--- src/rtl/rot_word_serializer.sv ---
// Serializer: buffers one rotated word behind a valid/ready handshake and shifts it out LSB-first.
// Optional even-parity trailer bit is enabled by defining ROT_SER_PARITY_EN.
module rot_word_serializer #(
  parameter int unsigned WIDTH     = 4,
  parameter int unsigned FRAME_GAP = 1
) (
  input  logic             clk,
  input  logic             rst_n,
  input  logic             in_valid,
  input  logic [WIDTH-1:0] in_data,
  output logic             in_ready,
  output logic             ser_out,
  output logic             ser_valid,
  output logic             ser_last,
  output logic             busy,
  output logic [7:0]       frame_cnt
);

  localparam int unsigned CntW = $clog2(WIDTH);
  localparam int unsigned GapW = (FRAME_GAP > 1) ? $clog2(FRAME_GAP) : 1;
  localparam logic [CntW-1:0] BitLast = CntW'(WIDTH - 1);
  localparam logic [GapW-1:0] GapLast = GapW'((FRAME_GAP > 0) ? FRAME_GAP - 1 : 0);

`ifdef ROT_SER_PARITY_EN
  typedef enum logic [1:0] {StIdle, StShift, StGap, StPar} state_e;
`else
  typedef enum logic [1:0] {StIdle, StShift, StGap} state_e;
`endif

  state_e            state_q, state_d;
  logic [WIDTH-1:0]  buf_q, buf_d;
  logic              buf_full_q, buf_full_d;
  logic [WIDTH-1:0]  sreg_q, sreg_d;
  logic [CntW-1:0]   bit_cnt_q, bit_cnt_d;
  logic [GapW-1:0]   gap_cnt_q, gap_cnt_d;
  logic [7:0]        frame_cnt_q, frame_cnt_d;
`ifdef ROT_SER_PARITY_EN
  logic              par_q, par_d;
`endif

  logic load_now;
  logic accept;
  logic frame_done;

  always_comb begin
    load_now = (state_q == StIdle) && buf_full_q;
    in_ready = rst_n && (!buf_full_q || load_now);
    accept   = in_valid && in_ready;

    state_d     = state_q;
    buf_d       = buf_q;
    buf_full_d  = buf_full_q;
    sreg_d      = sreg_q;
    bit_cnt_d   = bit_cnt_q;
    gap_cnt_d   = gap_cnt_q;
    frame_cnt_d = frame_cnt_q;
    frame_done  = 1'b0;
`ifdef ROT_SER_PARITY_EN
    par_d       = par_q;
`endif

    // A load and a fresh accept on the same edge leave the buffer full with the new word.
    if (accept) begin
      buf_d      = in_data;
      buf_full_d = 1'b1;
    end else if (load_now) begin
      buf_full_d = 1'b0;
    end

    unique case (state_q)
      StIdle: begin
        if (buf_full_q) begin
          sreg_d    = buf_q;
          bit_cnt_d = '0;
`ifdef ROT_SER_PARITY_EN
          par_d     = ^buf_q;
`endif
          state_d   = StShift;
        end
      end
      StShift: begin
        sreg_d    = sreg_q >> 1;
        bit_cnt_d = bit_cnt_q + CntW'(1);
        if (bit_cnt_q == BitLast) begin
`ifdef ROT_SER_PARITY_EN
          state_d = StPar;
`else
          frame_done = 1'b1;
`endif
        end
      end
`ifdef ROT_SER_PARITY_EN
      StPar: frame_done = 1'b1;
`endif
      StGap: begin
        gap_cnt_d = gap_cnt_q + GapW'(1);
        if (gap_cnt_q == GapLast) begin
          state_d = StIdle;
        end
      end
      default: state_d = StIdle;
    endcase

    if (frame_done) begin
      frame_cnt_d = frame_cnt_q + 8'd1;
      gap_cnt_d   = '0;
      state_d     = (FRAME_GAP > 0) ? StGap : StIdle;
    end
  end

  always_ff @(posedge clk) begin
    if (!rst_n) begin
      state_q     <= StIdle;
      buf_q       <= '0;
      buf_full_q  <= 1'b0;
      sreg_q      <= '0;
      bit_cnt_q   <= '0;
      gap_cnt_q   <= '0;
      frame_cnt_q <= '0;
`ifdef ROT_SER_PARITY_EN
      par_q       <= 1'b0;
`endif
    end else begin
      state_q     <= state_d;
      buf_q       <= buf_d;
      buf_full_q  <= buf_full_d;
      sreg_q      <= sreg_d;
      bit_cnt_q   <= bit_cnt_d;
      gap_cnt_q   <= gap_cnt_d;
      frame_cnt_q <= frame_cnt_d;
`ifdef ROT_SER_PARITY_EN
      par_q       <= par_d;
`endif
    end
  end

  // Serial outputs decode only registered state, never the upstream inputs.
  always_comb begin
    ser_out   = 1'b0;
    ser_valid = 1'b0;
    ser_last  = 1'b0;
    unique case (state_q)
      StShift: begin
        ser_valid = 1'b1;
        ser_out   = sreg_q[0];
`ifndef ROT_SER_PARITY_EN
        ser_last  = (bit_cnt_q == BitLast);
`endif
      end
`ifdef ROT_SER_PARITY_EN
      StPar: begin
        ser_valid = 1'b1;
        ser_out   = par_q;
        ser_last  = 1'b1;
      end
`endif
      default: ;
    endcase
  end

  assign busy      = (state_q != StIdle) || buf_full_q;
  assign frame_cnt = frame_cnt_q;

endmodule

--- config.mk ---
export PLATFORM = sky130hd
export DESIGN_NAME = rot_word_serializer
export DESIGN_NICKNAME = d
export VERILOG_FILES = /design/src/rtl/rot_word_serializer.sv
export SDC_FILE = /design/constraint.sdc
export NUM_CORES = 1
export LEC_CHECK = 0
export CAP_MARGIN = 10
export CORE_AREA = 2 2 62 64
export DETAILED_ROUTE_END_ITERATION = 6
export DIE_AREA = 0 0 64 66
export SYNTH_ARGS = -nofsm -noshare
export SYNTH_HDL_FRONTEND = slang
export SYNTH_SLANG_ARGS = --single-unit
export TNS_END_PERCENT = 10
--- constraint.sdc ---
create_clock -name clk -period 1.7 [get_ports clk]
set_input_delay 0.34 -clock clk [delete_from_list [all_inputs] [get_ports clk]]
set_output_delay 0.34 -clock clk [all_outputs]
set_load 0.01 [all_outputs]
==> flow_summary_export.csv, run 1 <==
group,metric,value,unit
run_status,outcome,"completed",
floorplanning,chipWidth,64,um
layout,stdcell_area,1320,um^2
drt,drtIter0Drc,28,
floorplanning,dieArea,4220,um^2
synth,synth_edf_count,0,
place,place_congestion,0.766,
pwr,ir_drop,0.547,mV
cts,cts.hold.buffers_added,0,
global_route,antenna_found_initial,0,
pwr,powerDensity,715,nW/um^2
place,dp_cells,176,
floorplanning,die_height,66,um
drt,drc_errors,0,
timing,tightest_slew,0.514,ns
run,drv_cap,0,
synth,syn_area,981,um^2
critical_path,slowest_delay,0.36,ns
synth,ys.flop_type,"dfxtp_1",
timing,period_minus_slack,1.65,ns
min_path,hold_class,"flop to flop",
floorplanning,core_area,3550,um^2
global_route,grt_usage,10.2,%
global_route,grt_pass1_vias,815,
timing,whs,0.461,ns
synth,synthesis.nets,116,
synth,yosysMostFrequentCell,"dfxtp_1",
place,buffer_ports.inserted,19,
layout,nets,142,
synth,yosys.area.top_type,"dfxtp_1",
pwr,power.total,0.941,mW
critical_path,start_kind,"flop",
synth,synth_commonest_cells,"22 x dfxtp_1, 11 x nand2_1, 9 x nor2_1, 8 x a21oi_1, 8 x mux2i_1",
place,place_ws,-0.116,ns
cts,cts.clk_slew.worst_paths,0.12,ns
cts,cts_max_level,1,
floorplanning,rows,22,
cts,cts.sinks,22,
cts,insertion_delay,0.30,ns
critical_path,cp_cell_sequence,"or3_1 -> dlygate4sd2_1",
floorplanning,ios,20,
layout,finalNonFillerCells,180,
synth,async_reset_ff_share,0,%
pwr,power_leakage,0.590,nW
critical_path,cp_slowest_cell,"dfxtp_2",
critical_path,worst-path-stages,2,
critical_path,critPathMaxFanout,5,
timing,hold_viol,0,
synth,ys_seq_area_share,44.9,%
drt,vias,848,
critical_path,rr_worst_depth,5,
drt,drtAntennaViolNets,0,
critical_path,arrival,1.31,ns
layout,num_antenna_cells,0,
min_path,hold_path_startpoint,"bit_cnt_q[0]$_SDFFE_PN0P_",
synth,synth_area_leaders,"dfxtp_1 45%, mux2i_1 8.2%, nand2_1 4.2%, a21oi_1 4.1%, nor2_1 3.4%",
global_route,overflow,0,
drt,wl_per_cell,11.3,um
timing,finalSetupViolCount,0,
timing,fin_crit_sh,97.1,%
timing,rsz0062_at_grt,"yes",
synth,synth_top_area_share,44.9,%
cts,cts_root_buf,"clkbuf_4",
global_route,grt_max_degree,17,
synth,synth_seq_cells,22,
cts,cts_tree,"done",
global_route,grt_pass1_wl,3460,um
synth,yosys_warnings,0,
timing,fin_ws,0.0491,ns
drt,drt_wl_total,2030,um
critical_path,crit_buf_inv,1,
place,hpwl,1550,um
drt,firstDrtPassIters,4,
synth,avgSynthCellArea,9.17,um^2
timing,slew_headroom,65.7,%
synth,synthCells,107,
cts,clockBufferDepth,2,
timing,skew,0.00349,ns
synth,synth_cell_type_count,32,
critical_path,crit_type,"flop to output pin",
floorplanning,start_util,27.6,%
drt,via_per_inst,4.71,
cts,numCtsBuffers,3,
critical_path,crit_family,"flip-flops",
critical_path,crit_required,1.36,ns
layout,drive_gt1_share,17.4,%
layout,layout-area-overhead-vs-synth,34.1,%
critical_path,cp-startpoint,"buf_full_q$_SDFFE_PN0P_",
cts,post_cts_buffers,0,
min_path,holdPathStages,1,
place,dpl_cell_area,1260,um^2
timing,fmax,0.606,GHz
timing,final_max_slew_viol_count,0,
critical_path,rr_startpoint,"state_q[1]$_SDFFE_PN0P_",
critical_path,end_kind,"output pin",
[metal layers]
metal	part of all wire [%]	vias up	track usage, %
met5	0	-	0
met4	0	0	0.815
met3	5.7	0	3.07
met2	50	25	19.4
met1	44	395	11.5
li1	-	428	-
[worst reg2reg max path: stages, from the launching register on]
cell      delay, ns
dfxtp_4        0.38
buf_4          0.14
nand3b_4       0.15
buf_4          0.16
or4_1          0.50
a21oi_1        0.16
[layout make-up]
| type | instances | area, um^2 |
|---|---|---|
| fillers | 368 | 2240 |
| well taps | 48 | 60.1 |
| multi-input cells | 73 | 497 |
| inverters | 8 | 30.0 |
| flip-flops and latches | 22 | 455 |
| repair buffers | 25 | 236 |
| clock buffers | 4 | 36.3 |
[repair_timing]
| action | in CTS | in global routing |
|---|---|---|
| pin swaps | 0 | 1 |
| setup endpoints to repair | 7 | 7 |
| resized for setup | 12 | 9 |
[worst paths after layout]
path	end	slack, ns
min	bit_cnt_q[0]$_SDFFE_PN0P_	0.46
min reg2reg	bit_cnt_q[0]$_SDFFE_PN0P_	0.46
max	busy	0.05
max reg2reg	frame_cnt[5]$_SDFFE_PN0P_	0.15
[report_power, final]
| group | internal (mW) | leakage (nW) | switching, mW |
|---|---|---|---|
| sequential | 0.536 | 0.184 | 0.0144 |
| combinational | 0.0540 | 0.386 | 0.0502 |
| clock | 0.131 | 0.0210 | 0.156 |
| total | 0.720 | 0.590 | 0.220 |
[stage by stage]
step / setup TNS (ns) / util, %
global placement: -0.116 / 35.4
floorplan: 0 / -
CTS: -0.210 / 36.6
global route: -0.0308 / 37.0
finish: 0 / 37.0
detailed placement: -0.116 / 35.4
[cell usage in the layout (no fill, tap or decap), types with 2 or more instances in the layout]
master	netlist	final
a211oi_1	4	4
and2_1	2	2
nand3_1	3	3
clkdlybuf4s50_1	0	14
or4_1	4	4
dfxtp_4	0	2
nand2_1	11	11
a21oi_1	8	8
inv_1	7	7
o21ai_0	3	2
clkbuf_4	0	3
mux2i_1	8	8
buf_4	1	6
dfxtp_2	0	6
nand4_1	2	2
clkdlybuf4s15_1	0	3
nor2_1	9	9
dfxtp_1	22	14
o31ai_1	3	3
[cell families (layout without fill, tap and decap cells)]
family | after synthesis | after routing | share of synthesized area [%]
fa+ha+maj | 2 | 2 | 2.55
compound gates | 23 | 23 | 15.2
simple gates | 39 | 39 | 23.2
mux | 8 | 8 | 8.16
buf+inv | 12 | 37 | 5.10
flops | 22 | 22 | 44.9
xor+xnor | 1 | 1 | 0.893
[registers in the layout (all words and copies together), names as in the netlist]
signal and cells:
sreg_q 4, state_q 2, frame_cnt 8, buf_q 4
bit_cnt_q 2, buf_full_q 1, gap_cnt_q 1
Note: power is estimated with default switching activity, not from simulation.
==> inputs of run 2 (changes only) <==
Settings changed: GPL_ROUTABILITY_DRIVEN set to 0.
==> results of run 2 <==
Final layout, timing and power as in run 1 (identical DEF).
==> inputs of run 3 (changes only) <==
Clock period 1.7 ns to 1.4 ns, I/O delays scaled along.
==> run 3 against run 2 <==
  * The flow now finishes with violations (setup timing)
  * Worst hold slack better by 0.0080 ns
  * Via count rose by 2.4%
  * Final area rose by 12%
  * Sequential power grew 21%
  * First-iteration DRC count is 7.1% lower
  * Setup slack worse by 0.15 ns
  * Routed wire length grew 5.3%
  * Power rose by 24%
  * Critical path type unchanged
==> flow_summary_export.csv, run 3 (synthesized netlist as in run 1, its figures left out) <==
group,metric,value,unit
drt,drtAntennaViolNets,0,
floorplanning,dieArea,4220,um^2
layout,mostFrequentLayoutCell,"buf_4",
critical_path,rr_startpoint,"state_q[1]$_SDFFE_PN0P_",
global_route,grt_pass1_wl,3810,um
critical_path,crit_buf_inv,1,
layout,drive_gt1_share,37.2,%
timing,setup_tns,-0.450,ns
timing,period_minus_slack,1.50,ns
global_route,grt_max_degree,13,
timing,tightest_slew,0.245,ns
global_route,grt_pass1_vias,896,
cts,cts_root_buf,"clkbuf_4",
cts,cts_tree,"done",
critical_path,critPathMaxFanout,7,
drt,wl_per_cell,11.1,um
layout,num_antenna_cells,0,
cts,cts.sinks,22,
critical_path,crit_end,"ser_out",
critical_path,cp_cell_sequence,"and2b_2 -> and2_4 -> buf_6",
cts,cts_max_level,1,
timing,hold_viol,0,
critical_path,arrival,1.22,ns
layout,stdcell_area,1480,um^2
floorplanning,chipWidth,64,um
timing,skew,0.00776,ns
critical_path,crit_family,"flip-flops",
pwr,power_leakage,0.715,nW
place,buffer_ports.inserted,19,
drt,drt_wl_total,2140,um
global_route,grt.busiest_layer,"met2",
critical_path,r2r_end,"frame_cnt[5]$_SDFFE_PN0P_",
global_route,use_met1,13.5,%
drt,drc_errors,0,
pwr,ir_drop,0.485,mV
run_status,violations,"setup timing",
floorplanning,ios,20,
timing,slew_headroom,83.5,%
timing,rsz0062_at_grt,"yes",
critical_path,worst-path-stages,3,
critical_path,cp-startpoint,"state_q[1]$_SDFFE_PN0P_",
floorplanning,core_area,3550,um^2
critical_path,slowest_delay,0.40,ns
drt,via_per_inst,4.50,
drt,drtIter0Drc,26,
place,dpl_cell_area,1350,um^2
layout,nets,155,
run,drv_cap,0,
layout,largest_register_ffs,8,
floorplanning,die_height,66,um
critical_path,crit_required,1.12,ns
min_path,hold_class,"flop to flop",
critical_path,cp_slowest_cell,"dfxtp_4",
cts,cts.clk_slew.worst_paths,0.13,ns
global_route,use_met2,20.4,%
critical_path,start_kind,"flop",
global_route,antenna_found_initial,0,
cts,insertion_delay,0.30,ns
cts,cts.hold.buffers_added,0,
cts,numCtsBuffers,3,
run_status,outcome,"complete, but fails checks",
global_route,gr-usage-met3,3.24,%
critical_path,crit_type,"flop to output pin",
layout,layout-area-overhead-vs-synth,50.6,%
drt,vias,868,
layout,layout_common_cells,"15 x buf_4, 11 x nand2_1, 10 x dfxtp_1",
global_route,overflow,0,
critical_path,end_kind,"output pin",
cts,clockBufferDepth,2,
global_route,grt_usage,11.2,%
critical_path,reg2reg_setup_slack,-0.09,ns
pwr,powerDensity,788,nW/um^2
timing,finalSetupViolCount,7,
critical_path,rr_worst_depth,5,
floorplanning,rows,22,
timing,fin_crit_sh,107,%
floorplanning,start_util,27.6,%
layout,postLayoutCoreUtil,41.6,%
timing,final_max_slew_viol_count,0,
place,hpwl,1580,um
drt,firstDrtPassIters,4,
timing,fin_ws,-0.0977,ns
timing,fmax,0.668,GHz
run 3: changes by cell type in the layout (fill, tap and decap cells not counted), moves of 3 or more:
cell	delta
buf_4	+9
buf_6	+7
clkdlybuf4s15_1	-3
dlygate4sd2_1	+6
clkdlybuf4s50_1	-8
dfxtp_1	-4
run 3: worst register-to-register path: cells and delay by family (launching register included):
kind / cells / cell delay (ns)
buffers and inverters: 2 / 0.26
AO/OA/AOI/OAI: 1 / 0.12
flip-flops: 1 / 0.39
AND/OR/NAND/NOR: 2 / 0.67
run 3: area by class of cell:
class / count / area (um^2)
repair buffers: 38 / 342
well taps: 48 / 60.1
multi-input cells: 73 / 543
fillers: 363 / 2070
flip-flops and latches: 22 / 465
clock buffers: 4 / 36.3
inverters: 8 / 31.3
run 3: what timing repair did:
| item | in CTS | in global routing |
|---|---|---|
| pin swaps | 8 | 1 |
| buffers inserted | 1 | 0 |
| gates cloned | 0 | 0 |
| endpoints found under the setup margin | 17 | 10 |
| gates resized for setup | 58 | 6 |
run 3: worst min-delay path by stage:
stage / startpoint / end / slack [ns] / depth (start not counted)
after global routing: buf_q[3]$_SDFFE_PN0P_ / buf_q[3]$_SDFFE_PN0P_ / 0.49 / 2
after floorplan: in_valid / buf_full_q$_SDFFE_PN0P_ / 0.41 / 2
after detailed placement: buf_q[1]$_SDFFE_PN0P_ / buf_q[1]$_SDFFE_PN0P_ / 0.46 / 2
final: buf_q[2]$_SDFFE_PN0P_ / buf_q[2]$_SDFFE_PN0P_ / 0.47 / 2
after CTS: buf_q[1]$_SDFFE_PN0P_ / buf_q[1]$_SDFFE_PN0P_ / 0.47 / 2
after global placement: buf_q[2]$_SDFFE_PN0P_ / buf_q[2]$_SDFFE_PN0P_ / 0.45 / 2
run 3: where the power goes:
| group | internal (mW) | leakage [nW] | total, mW | switching [mW] |
|---|---|---|---|---|
| sequential | 0.646 | 0.186 | 0.664 | 0.0186 |
| clock | 0.159 | 0.0210 | 0.350 | 0.192 |
| combinational | 0.0845 | 0.507 | 0.150 | 0.0659 |
run 3: routing by layer:
layer | share of wire [%] | vias to the layer above | routed length, um
met2 | 51 | 20 | 1100
met4 | 0 | 0 | 0
met3 | 5.1 | 0 | 110
li1 | - | 451 | -
met5 | 0 | - | 0
met1 | 43 | 397 | 929
run 3: stage by stage:
step                      hold WS, ns  power [mW]  std cells  setup WS (ns)
after detailed placement        0.457       0.831        188         -0.296
final                           0.469        1.17        193        -0.0977
after global routing            0.489        1.23        193         -0.162
after global placement          0.450       0.828        188         -0.297
after CTS                       0.475        1.19        193         -0.138
after floorplan                 0.409       0.760        107         0.0382
